[src/rtl/ste_dmasnd.sv]
// ste_dmasnd: DMA sound player -- fetches 16-bit words into a FIFO and plays them out as 8-bit stereo/mono samples.
// Ports: clk32/resb clock and async active-low reset; mhz8_en prescaler enable; play/loop/mono/rate control;
// frame_start/frame_end word-address frame; sreq/sload_n/mdin/fetch_addr fetch handshake;
// playing/sint/underrun status; audio_left/audio_right signed samples.
// Define DMASND_MONO_EN to honour the mono input; otherwise playback is always stereo.
module ste_dmasnd #(
  parameter int FIFO_DEPTH = 8,
  parameter int AW = 23
) (
  input  logic          clk32,
  input  logic          resb,
  input  logic          mhz8_en,
  input  logic          play,
  input  logic          loop,
  input  logic          mono,
  input  logic [1:0]    rate,
  input  logic [AW-1:0] frame_start,
  input  logic [AW-1:0] frame_end,
  output logic          sreq,
  input  logic          sload_n,
  input  logic [15:0]   mdin,
  output logic [AW-1:0] fetch_addr,
  output logic          playing,
  output logic          sint,
  output logic          underrun,
  output logic [7:0]    audio_left,
  output logic [7:0]    audio_right
);
  localparam int PW = $clog2(FIFO_DEPTH);
  typedef enum logic [1:0] {IDLE, START, RUN, DRAIN} state_t;
  state_t state, state_nx;
  logic [AW-1:0] end_r, addr_inc;
  logic [15:0] mem [FIFO_DEPTH];
  logic [15:0] head;
  logic [PW-1:0] wp, rp;
  logic [PW:0] cnt;
  logic [10:0] pre, lim;
  logic [7:0] smp_l, smp_r;
  logic sload_q, empty, full, act, flush, tick, take, push, pop, last, reload, sint_nx;
  assign empty = cnt == '0;
  assign full = cnt == (PW+1)'(FIFO_DEPTH);
  assign head = mem[rp];
  assign act = state == RUN || state == DRAIN;
  assign flush = state != IDLE && !play;
  assign lim = 11'd1280 >> rate;
  assign tick = act && mhz8_en && pre >= lim - 11'd1;
  assign take = tick && !empty;
  assign addr_inc = fetch_addr + AW'(1);
  // sload_q blocks a new request the cycle after a strobe: one request outstanding
  assign sreq = state == RUN && !full && fetch_addr != end_r && !sload_q;
  assign push = sreq && !sload_n;
  assign last = push && addr_inc == end_r;
  assign reload = state == START || (last && state_nx == RUN);
  assign playing = state != IDLE;
`ifdef DMASND_MONO_EN
  logic bp;
  // mono plays the high byte first; the word retires only after its low byte
  assign pop = take && (!mono || !bp);
  assign smp_l = mono ? (bp ? head[15:8] : head[7:0]) : head[15:8];
  assign smp_r = mono ? smp_l : head[7:0];
  always_ff @(posedge clk32 or negedge resb)
    if (!resb) bp <= 1'b1;
    else if (flush) bp <= 1'b1;
    else if (take) bp <= !mono || !bp;
`else
  logic unused_mono;
  assign unused_mono = mono;
  assign pop = take;
  assign smp_l = head[15:8];
  assign smp_r = head[7:0];
`endif
  always_comb begin
    state_nx = state;
    sint_nx = 1'b0;
    if (flush) state_nx = IDLE;
    else case (state)
      IDLE: state_nx = play ? START : IDLE;
      START: begin
        sint_nx = frame_start >= frame_end;
        state_nx = sint_nx ? IDLE : RUN;
      end
      RUN: begin
        sint_nx = last;
        state_nx = !last ? RUN : (loop && frame_start < frame_end) ? RUN : DRAIN;
      end
      default: state_nx = empty ? IDLE : DRAIN;
    endcase
  end
  always_ff @(posedge clk32)
    if (push) mem[wp] <= mdin;
  always_ff @(posedge clk32 or negedge resb)
    if (!resb) begin
      state <= IDLE;
      end_r <= '0;
      fetch_addr <= '0;
      sint <= 1'b0;
      underrun <= 1'b0;
      sload_q <= 1'b0;
      pre <= '0;
      wp <= '0;
      rp <= '0;
      cnt <= '0;
      audio_left <= '0;
      audio_right <= '0;
    end else begin
      state <= state_nx;
      sint <= sint_nx;
      underrun <= state == RUN && !flush && tick && empty;
      sload_q <= !sload_n;
      pre <= (act && !flush && !tick) ? pre + 11'(mhz8_en) : '0;
      if (reload) begin
        fetch_addr <= frame_start;
        end_r <= frame_end;
      end else if (push) fetch_addr <= addr_inc;
      if (flush) begin
        wp <= '0;
        rp <= '0;
        cnt <= '0;
        audio_left <= '0;
        audio_right <= '0;
      end else begin
        wp <= wp + PW'(push);
        rp <= rp + PW'(pop);
        cnt <= cnt + (PW+1)'(push) - (PW+1)'(pop);
        if (take) begin
          audio_left <= smp_l;
          audio_right <= smp_r;
        end
      end
    end
endmodule

[config.mk]
export PLATFORM = sky130hd
export DESIGN_NAME = ste_dmasnd
export DESIGN_NICKNAME = d
export VERILOG_FILES = /design/src/rtl/ste_dmasnd.sv
export SDC_FILE = /design/constraint.sdc
export NUM_CORES = 1
export LEC_CHECK = 0
export CORE_AREA = 2 2 150 152
export CTS_CLUSTER_DIAMETER = 30
export CTS_CLUSTER_SIZE = 14
export DETAILED_ROUTE_END_ITERATION = 10
export DIE_AREA = 0 0 152 154
export PLACE_DENSITY = 0.67
export SLEW_MARGIN = 15
export SYNTH_ARGS = -nofsm -noshare
export SYNTH_HDL_FRONTEND = slang
export SYNTH_SLANG_ARGS = --single-unit
[constraint.sdc]
create_clock -name clk32 -period 6.5 [get_ports clk32]
set_input_delay 1.3 -clock clk32 [delete_from_list [all_inputs] [get_ports clk32]]
set_output_delay 1.3 -clock clk32 [all_outputs]
set_load 0.005 [all_outputs]
==> results of run 1 <==
## sequential cells by signal, summed over array words and instances, names as in the netlist, 2 cells and up
| signal | count |
|---|---|
| state | 2 |
| end_r | 23 |
| cnt | 4 |
| audio_left | 8 |
| mem | 128 |
| pre | 11 |
| audio_right | 8 |
| wp | 3 |
| fetch_addr | 23 |
| rp | 3 |
## cells in the mapped netlist (12+ instances only)
cell type / instances / share of area (%)
edfxtp_1: 128 / 36
dfrtp_1: 88 / 21
nor2_1: 59 / 2.1
ha_1: 51 / 6.0
inv_1: 46 / 1.6
mux2_4: 38 / 5.3
xnor2_1: 33 / 2.7
mux4_2: 32 / 6.7
nand2_1: 32 / 1.1
xor2_1: 32 / 2.6
a211oi_1: 24 / 1.7
mux2i_1: 20 / 1.9
nand4_1: 19 / 1.1
clkbuf_1: 17 / 0.60
nand3_1: 16 / 0.75
a21oi_1: 12 / 0.56
nor2b_1: 12 / 0.70
nor3_1: 12 / 0.56
## kinds of logic after synthesis
family                     after synthesis  synth area share [%]
xor gates and xnor gates                65                 5.327
muxes                                   99                 14.90
adders and majority gates               52                 6.159
buffers and inverters                   77                 3.103
DFF                                    216                 56.57
and+or+nand+nor                        189                 9.179
AOI/OAI and AO/OA                       71                 4.754
## per-layer routing
metal / up-vias / wire (um)
li1: 3139 / -
met1: 3372 / 10290
met2: 224 / 11970
met3: 39 / 1462
met4: 0 / 522
met5: - / 0
## worst paths after layout
| path | endpoint | from | slack, ns | cells past startpoint |
|---|---|---|---|---|
| setup / recovery | fetch_addr[9]$_DFFE_PN0P_ | frame_end[2] | 1.62 | 12 |
| hold / removal | end_r[0]$_DFFE_PN0P_ | end_r[0]$_DFFE_PN0P_ | 0.53 | 1 |
| setup reg to reg | end_r[2]$_DFFE_PN0P_ | fetch_addr[3]$_DFFE_PN0P_ | 2.18 | 9 |
| hold reg to reg | end_r[0]$_DFFE_PN0P_ | end_r[0]$_DFFE_PN0P_ | 0.53 | 1 |
| max in group asynchronous | rp[2]$_DFF_PN0_ | resb | 4.64 | 2 |
| min in group asynchronous | fetch_addr[13]$_DFFE_PN0P_ | resb | 0.77 | 1 |
## power breakdown
group / total (mW) / switching (mW) / leakage [nW] / internal [mW]
logic: 1.34 / 0.605 / 2.31 / 0.730
registers: 1.90 / 0.265 / 2.27 / 1.64
clock network: 2.36 / 0.754 / 0.774 / 1.60
total: 5.60 / 1.62 / 5.35 / 3.97
## metrics by stage
step                hold slack, ns  util, %  cells  cell area, um^2
finish                      0.5253    63.45   1223            13760
global route                0.5388    63.45   1223            13760
CTS                         0.5276    63.44   1223            13760
detailed placement          0.5165    55.99   1140            12140
global placement            0.5159    55.99   1140            12140
floorplan                   0.4966        -    769            10690
## layout by cell type, fill, tap and decap left out, drive strengths merged, types with 17 or more instances in the layout
master	instances
edfxtp	128
xor2	32
mux2	47
inv	49
mux4	32
clkbuf	52
ha	51
nand2	32
clkdlybuf4s50	111
mux2i	20
nor2	59
xnor2	33
dfrtp	88
nand3	17
a211oi	24
nand4	19
## critical path, cell delays in order
cell	delay, ns
clkdlybuf4s50_1	0.49
inv_1	0.05
ha_1	0.34
a21oi_1	0.17
a21oi_1	0.08
o41ai_1	0.63
nand3_1	0.30
a211o_1	0.38
nor4_1	0.44
a21oi_4	0.34
buf_4	0.38
mux2_4	0.35
## area by class of cell
type / count / share of cell area, %
Inverter: 46 / 1.255
Clock inverter: 31 / 3.064
Tap cell: 280 / 2.546
Clock buffer: 52 / 8.664
Timing Repair Buffer: 122 / 8.674
Multi-Input combinational cell: 476 / 31.83
Sequential cell: 216 / 43.97
==> metrics.txt, run 1 <==
status completed; Remaining DRCs 0; GRT met3 Usage under 10%; Cell Pwr Density 406.6 mW/mm^2; Multi-input gate area 0.004380 mm^2; clock latency at the later pin of the worst-skew pair roughly 0.55 ns; main flop type after synthesis edfxtp_1; #FFs+latches synth about 220; yosys warns 0; min-delay worst type flip-flop to flip-flop; dpl ws 1.185 ns; number of synthesized flops with an enable pin about 130; grt peak-use layer met2; critical path peak fanout 25; wire per inst ~20 um; cts hold-fix bufs 0; total CTS buffers 45; met1 Usage GRT about 28%; ant diodes 0; Setup Buffers After CTS 0; Nets ~1000; Synth Instances 769; Total Power between 5 and 6 mW; Die Ht 154 um; RSZ-0062 raised after global routing no; CP required between 6 and 7 ns; Routed WL 24250 um; Post-DP HPWL between 15000 and 20000 um; initial antenna violation count 0; Reg area slightly above 0.006 mm^2; setup TNS 0 ns; period utilization 75.13%; Worst-path clk slew about 0.04 ns; layout cell share with drive strength beyond 1 between 10% and 20%; # clock sinks 216; Starting DRT DRC Count 313; gpl congestion about 0.86; grt met2 use roughly 36%; die area approximately 0.023 mm^2; average size of a mapped cell about 14 um^2; Initial Utilization a little under 50%; Max clock buf depth 3; first-pass GRT wire length between 30000 and 40000 um; worst clock skew 0.03618 ns; core area around 0.022 mm^2; Post-DRT Antenna Nets 0; row cnt 54; Leak Pwr about 5.3 nW; Critical Path End Type flip-flop; largest net degree at the start of global routing 48; CTS H-tree depth 2; Slew Viols, Final 0; Post-Syn Nets between 800 and 900; Slew @ Worst Pin about 1.1 ns; Netlist cell types 60; post-CTS sizing 0; CTS tree yes; vias in the first global route 7323; Fin. Hold Viols 0; worst vdd ir a little over 0.0003 V; min Tclk post-route roughly 4.9 ns; Vias roughly 6800; Avg Vias per Cell between 5 and 6; GRT overflow 0; Fmax achieved a little over 0.2 GHz; DRT Pass-1 Iters 5; PnR worst setup slack between 1.5 and 2 ns; Worst setup SP type input pin; Slew HR 24.30%; FFs w/ async S/R, synth ~41%; Arrival @ worst endpoint ~5.3 ns; total global-route track usage between 20% and 30%; I/O pin cnt approximately 110; fillers ~1600; WS Path Type input pin to flip-flop; final setup vio count 0; die width approximately 150 um; post-synthesis cell area around 0.011 mm^2; Root Buffer clkbuf_16; I/O Buffers between 100 and 150; post-synthesis sequential area ratio between 50% and 60%; Area Growth Syn to Fin 28.78%; max-cap viol count 0
(Power assumes the default switching activity.)
==> run 2: changes to the inputs <==
--- a/config.mk
+++ b/config.mk
@@ -10,7 +10,7 @@
 export CTS_CLUSTER_SIZE = 14
 export DETAILED_ROUTE_END_ITERATION = 10
 export DIE_AREA = 0 0 152 154
-export PLACE_DENSITY = 0.67
+export PLACE_DENSITY = 0.7
 export SLEW_MARGIN = 15
 export SYNTH_ARGS = -nofsm -noshare
 export SYNTH_HDL_FRONTEND = slang
==> constraint.sdc (replaced) <==
create_clock -name clk32 -period 3.95 [get_ports clk32]
set_input_delay 0.79 -clock clk32 [delete_from_list [all_inputs] [get_ports clk32]]
set_output_delay 0.79 -clock clk32 [all_outputs]
set_load 0.005 [all_outputs]
==> run 2 against run 1 <==
  * Count of clock-buffer cells in the layout rose by 8
  * Worst setup slack got worse by 1.2 ns
  * Critical path type unchanged
  * Clock skew is 0.021 ns higher
  * Clock power increased by 49%
  * Hold slack got worse by 0.27 ns
  * Largest power group unchanged
  * Wire length fell by 0.85%
  * Critical path depth grew 2
==> metrics.txt, run 2 (synthesis gave the netlist of run 1 again) <==
Post-DP HPWL 15890 um (-0.96%); final setup vio count 0 (unchanged); Leak Pwr 5.406 nW (+1.1%); row cnt 54 (unchanged); max-cap viol count 0 (unchanged); Cell Pwr Density 643.6 mW/mm^2 (+58%); Nets 1051 (+2.0%); Area Growth Syn to Fin 29.00%; Slew HR 43.72% (+19 points); WS Path Type input pin to flip-flop; RSZ-0062 raised after global routing no; Layout Cells excl Fill 1242 (+1.6%); CTS H-tree depth 2 (unchanged); Critical Path End Type flip-flop; Post-DP Area 0.01233 mm^2 (+1.5%); clock share of power 39.7% (-2.4 points); Max clock buf depth 3 (unchanged); Fmax achieved roughly 0.29 GHz; sw frac 29.14% (+0.12 points); max FFs per register 128 (unchanged); core area 0.02169 mm^2 (unchanged); Arrival @ worst endpoint 3.88 ns (-1.41 ns); status completed; met1 Usage GRT 27.57% (-0.083 points); layout cell share with drive strength beyond 1 20.58% (+1.2 points); DRT Pass-1 Iters 5 (unchanged); Worst-path clk slew 0.04 ns (about the same); die width 152 um (unchanged); Seq pwr share 34.8% (+0.8 points); Design Area, Final 0.01379 mm^2 (+0.17%); Slew Viols, Final 0 (unchanged); grt met2 use 35.63% (+0.11 points); Starting DRT DRC Count 446 (+42%); GRT met3 Usage 4.397% (-0.31 points); dpl ws -0.04256 ns (-1.227 ns); Fin. Hold Viols 0 (unchanged); vias in the first global route 7210 (-1.5%); Routed WL 24040 um (-0.85%); GRT overflow 0 (unchanged); CP cell instances clkdlybuf4s50_1 > inv_1 > ha_1 > a21oi_1 > a21oi_1 > o41ai_1 > buf_4 > nand3_1 > a211o_1 > nor4_1 > buf_4 > a21oi_4 > buf_12 > mux2_4; CP max stage delay 0.49 ns (-0.14 ns); setup TNS 0 ns (unchanged); PnR worst setup slack 0.4420 ns (-1.175 ns); CTS tree yes; worst path bufs/invs 5 (+2); Largest Register mem; Vias 6858 (+1.2%); Initial Utilization 49.27% (unchanged); Remaining DRCs 0 (unchanged); Avg Vias per Cell 5.522 (-0.31%); Setup Buffers After CTS 0 (unchanged); worst vdd ir 0.0004205 V (+37%); Root Buffer clkbuf_16; die area 0.02341 mm^2 (unchanged); critical path's top delay family buffers and inverters; highest-delay cell along the critical path clkdlybuf4s50_1; P_sw 2.586 mW (+59%); post-layout util 63.56% (+0.11 points); most common cell after layout, fill and taps aside edfxtp_1; first-pass GRT wire length 38910 um (-0.93%); min Tclk post-route about 3.5 ns; worst clock skew 0.05754 ns (+0.02136 ns); gpl congestion 0.8376 (-2.9%); period utilization approximately 89%; initial antenna violation count 0 (unchanged); wire per inst 19.36 um (-2.4%); P_int 6.288 mW (+58%); Worst setup SP type input pin; CP required 4.32 ns (-2.59 ns); Die Ht 154 um (unchanged); ant diodes 0 (unchanged); min-delay worst type input pin to async pin; clock latency at the later pin of the worst-skew pair 0.55 ns (about the same); cts hold-fix bufs 0 (unchanged); highest-count cells in the layout ignoring fill and taps 128 x edfxtp_1, 111 x clkdlybuf4s50_1, 86 x dfrtp_1, 57 x nor2_1, 51 x ha_1; total global-route track usage 20.92% (-0.31 points); I/O pin cnt 114 (unchanged); Logic pwr share 25.5% (+1.6 points); largest net degree at the start of global routing 53 (+10%); total CTS buffers 45 (unchanged); Largest regs mem x128, end_r x23, fetch_addr x23; grt peak-use layer met2; Slew @ Worst Pin 0.8442 ns (-0.2900 ns); Placed Instances 1161 (+1.8%); # clock sinks 216 (unchanged); post-CTS sizing 0 (unchanged); Post-DRT Antenna Nets 0 (unchanged); I/O Buffers 112 (unchanged); critical path peak fanout 19 (-24%)
-- run 2: cell types whose count changed in the layout (fill, tap and decap cells not counted), moves of 3 or more --
| cell | previous run | this run |
|---|---|---|
| clkbuf_1 | 3 | 9 |
| buf_4 | 11 | 28 |
| bufinv_16 | 7 | 2 |
| buf_12 | 0 | 4 |
| clkinv_1 | 4 | 1 |
-- run 2: area by class of cell --
| type | instances | area, um^2 |
|---|---|---|
| repair buffers | 143 | 1401 |
| flip-flops and latches | 216 | 6048 |
| inverters | 46 | 172.7 |
| clock buffers | 60 | 1242 |
| clock inverters | 21 | 217.7 |
| multi-input cells | 476 | 4353 |
| well taps | 280 | 350.3 |
| fillers | 1626 | 7903 |
-- run 2: worst paths after layout --
kind,depth (start not counted),slack [ns],startpoint,to
hold reg to reg,1,0.52,end_r[0]$_DFFE_PN0P_,end_r[0]$_DFFE_PN0P_
setup reg to reg,9,0.52,fetch_addr[4]$_DFFE_PN0P_,end_r[17]$_DFFE_PN0P_
hold / removal,1,0.25,resb,fetch_addr[10]$_DFFE_PN0P_
max in group asynchronous,2,2.99,resb,pre[10]$_DFF_PN0_
setup / recovery,14,0.44,frame_end[2],end_r[17]$_DFFE_PN0P_
min in group clk32,1,0.52,end_r[0]$_DFFE_PN0P_,end_r[0]$_DFFE_PN0P_
-- run 2: per-layer routing --
metal	vias up	share of wire (%)
li1	3193	-
met1	3405	42
met2	227	50
met3	33	6.2
met4	0	1.5
met5	-	0
-- run 2: power groups by stage --
stage                     registers (mW)  logic, mW  clock network, mW
after floorplan                     3.00       1.58                  0
after global placement              3.12       2.22                  0
after detailed placement            3.12       2.25                  0
after CTS                           3.09       2.27               3.58
after global routing                3.14       2.47               3.69
final                               3.09       2.26               3.52
-- run 2: worst reg2reg max path, cell delays in order (launching register included) --
cell and delay [ns]:
dfrtp_1 0.51, nand4_1 0.31, nor4_1 0.66, mux2_2 0.41
a21oi_1 0.14, o2bb2ai_1 0.12, nor4_4 0.45, a21oi_4 0.17
buf_12 0.21, mux2_4 0.31
-- run 2: through the flow --
stage,power (mW),hold WS (ns)
after floorplan,4.572,0.4944
after global placement,5.335,0.5125
after detailed placement,5.367,0.5160
after CTS,8.940,0.2545
after global routing,9.303,0.2794
final,8.873,0.2517
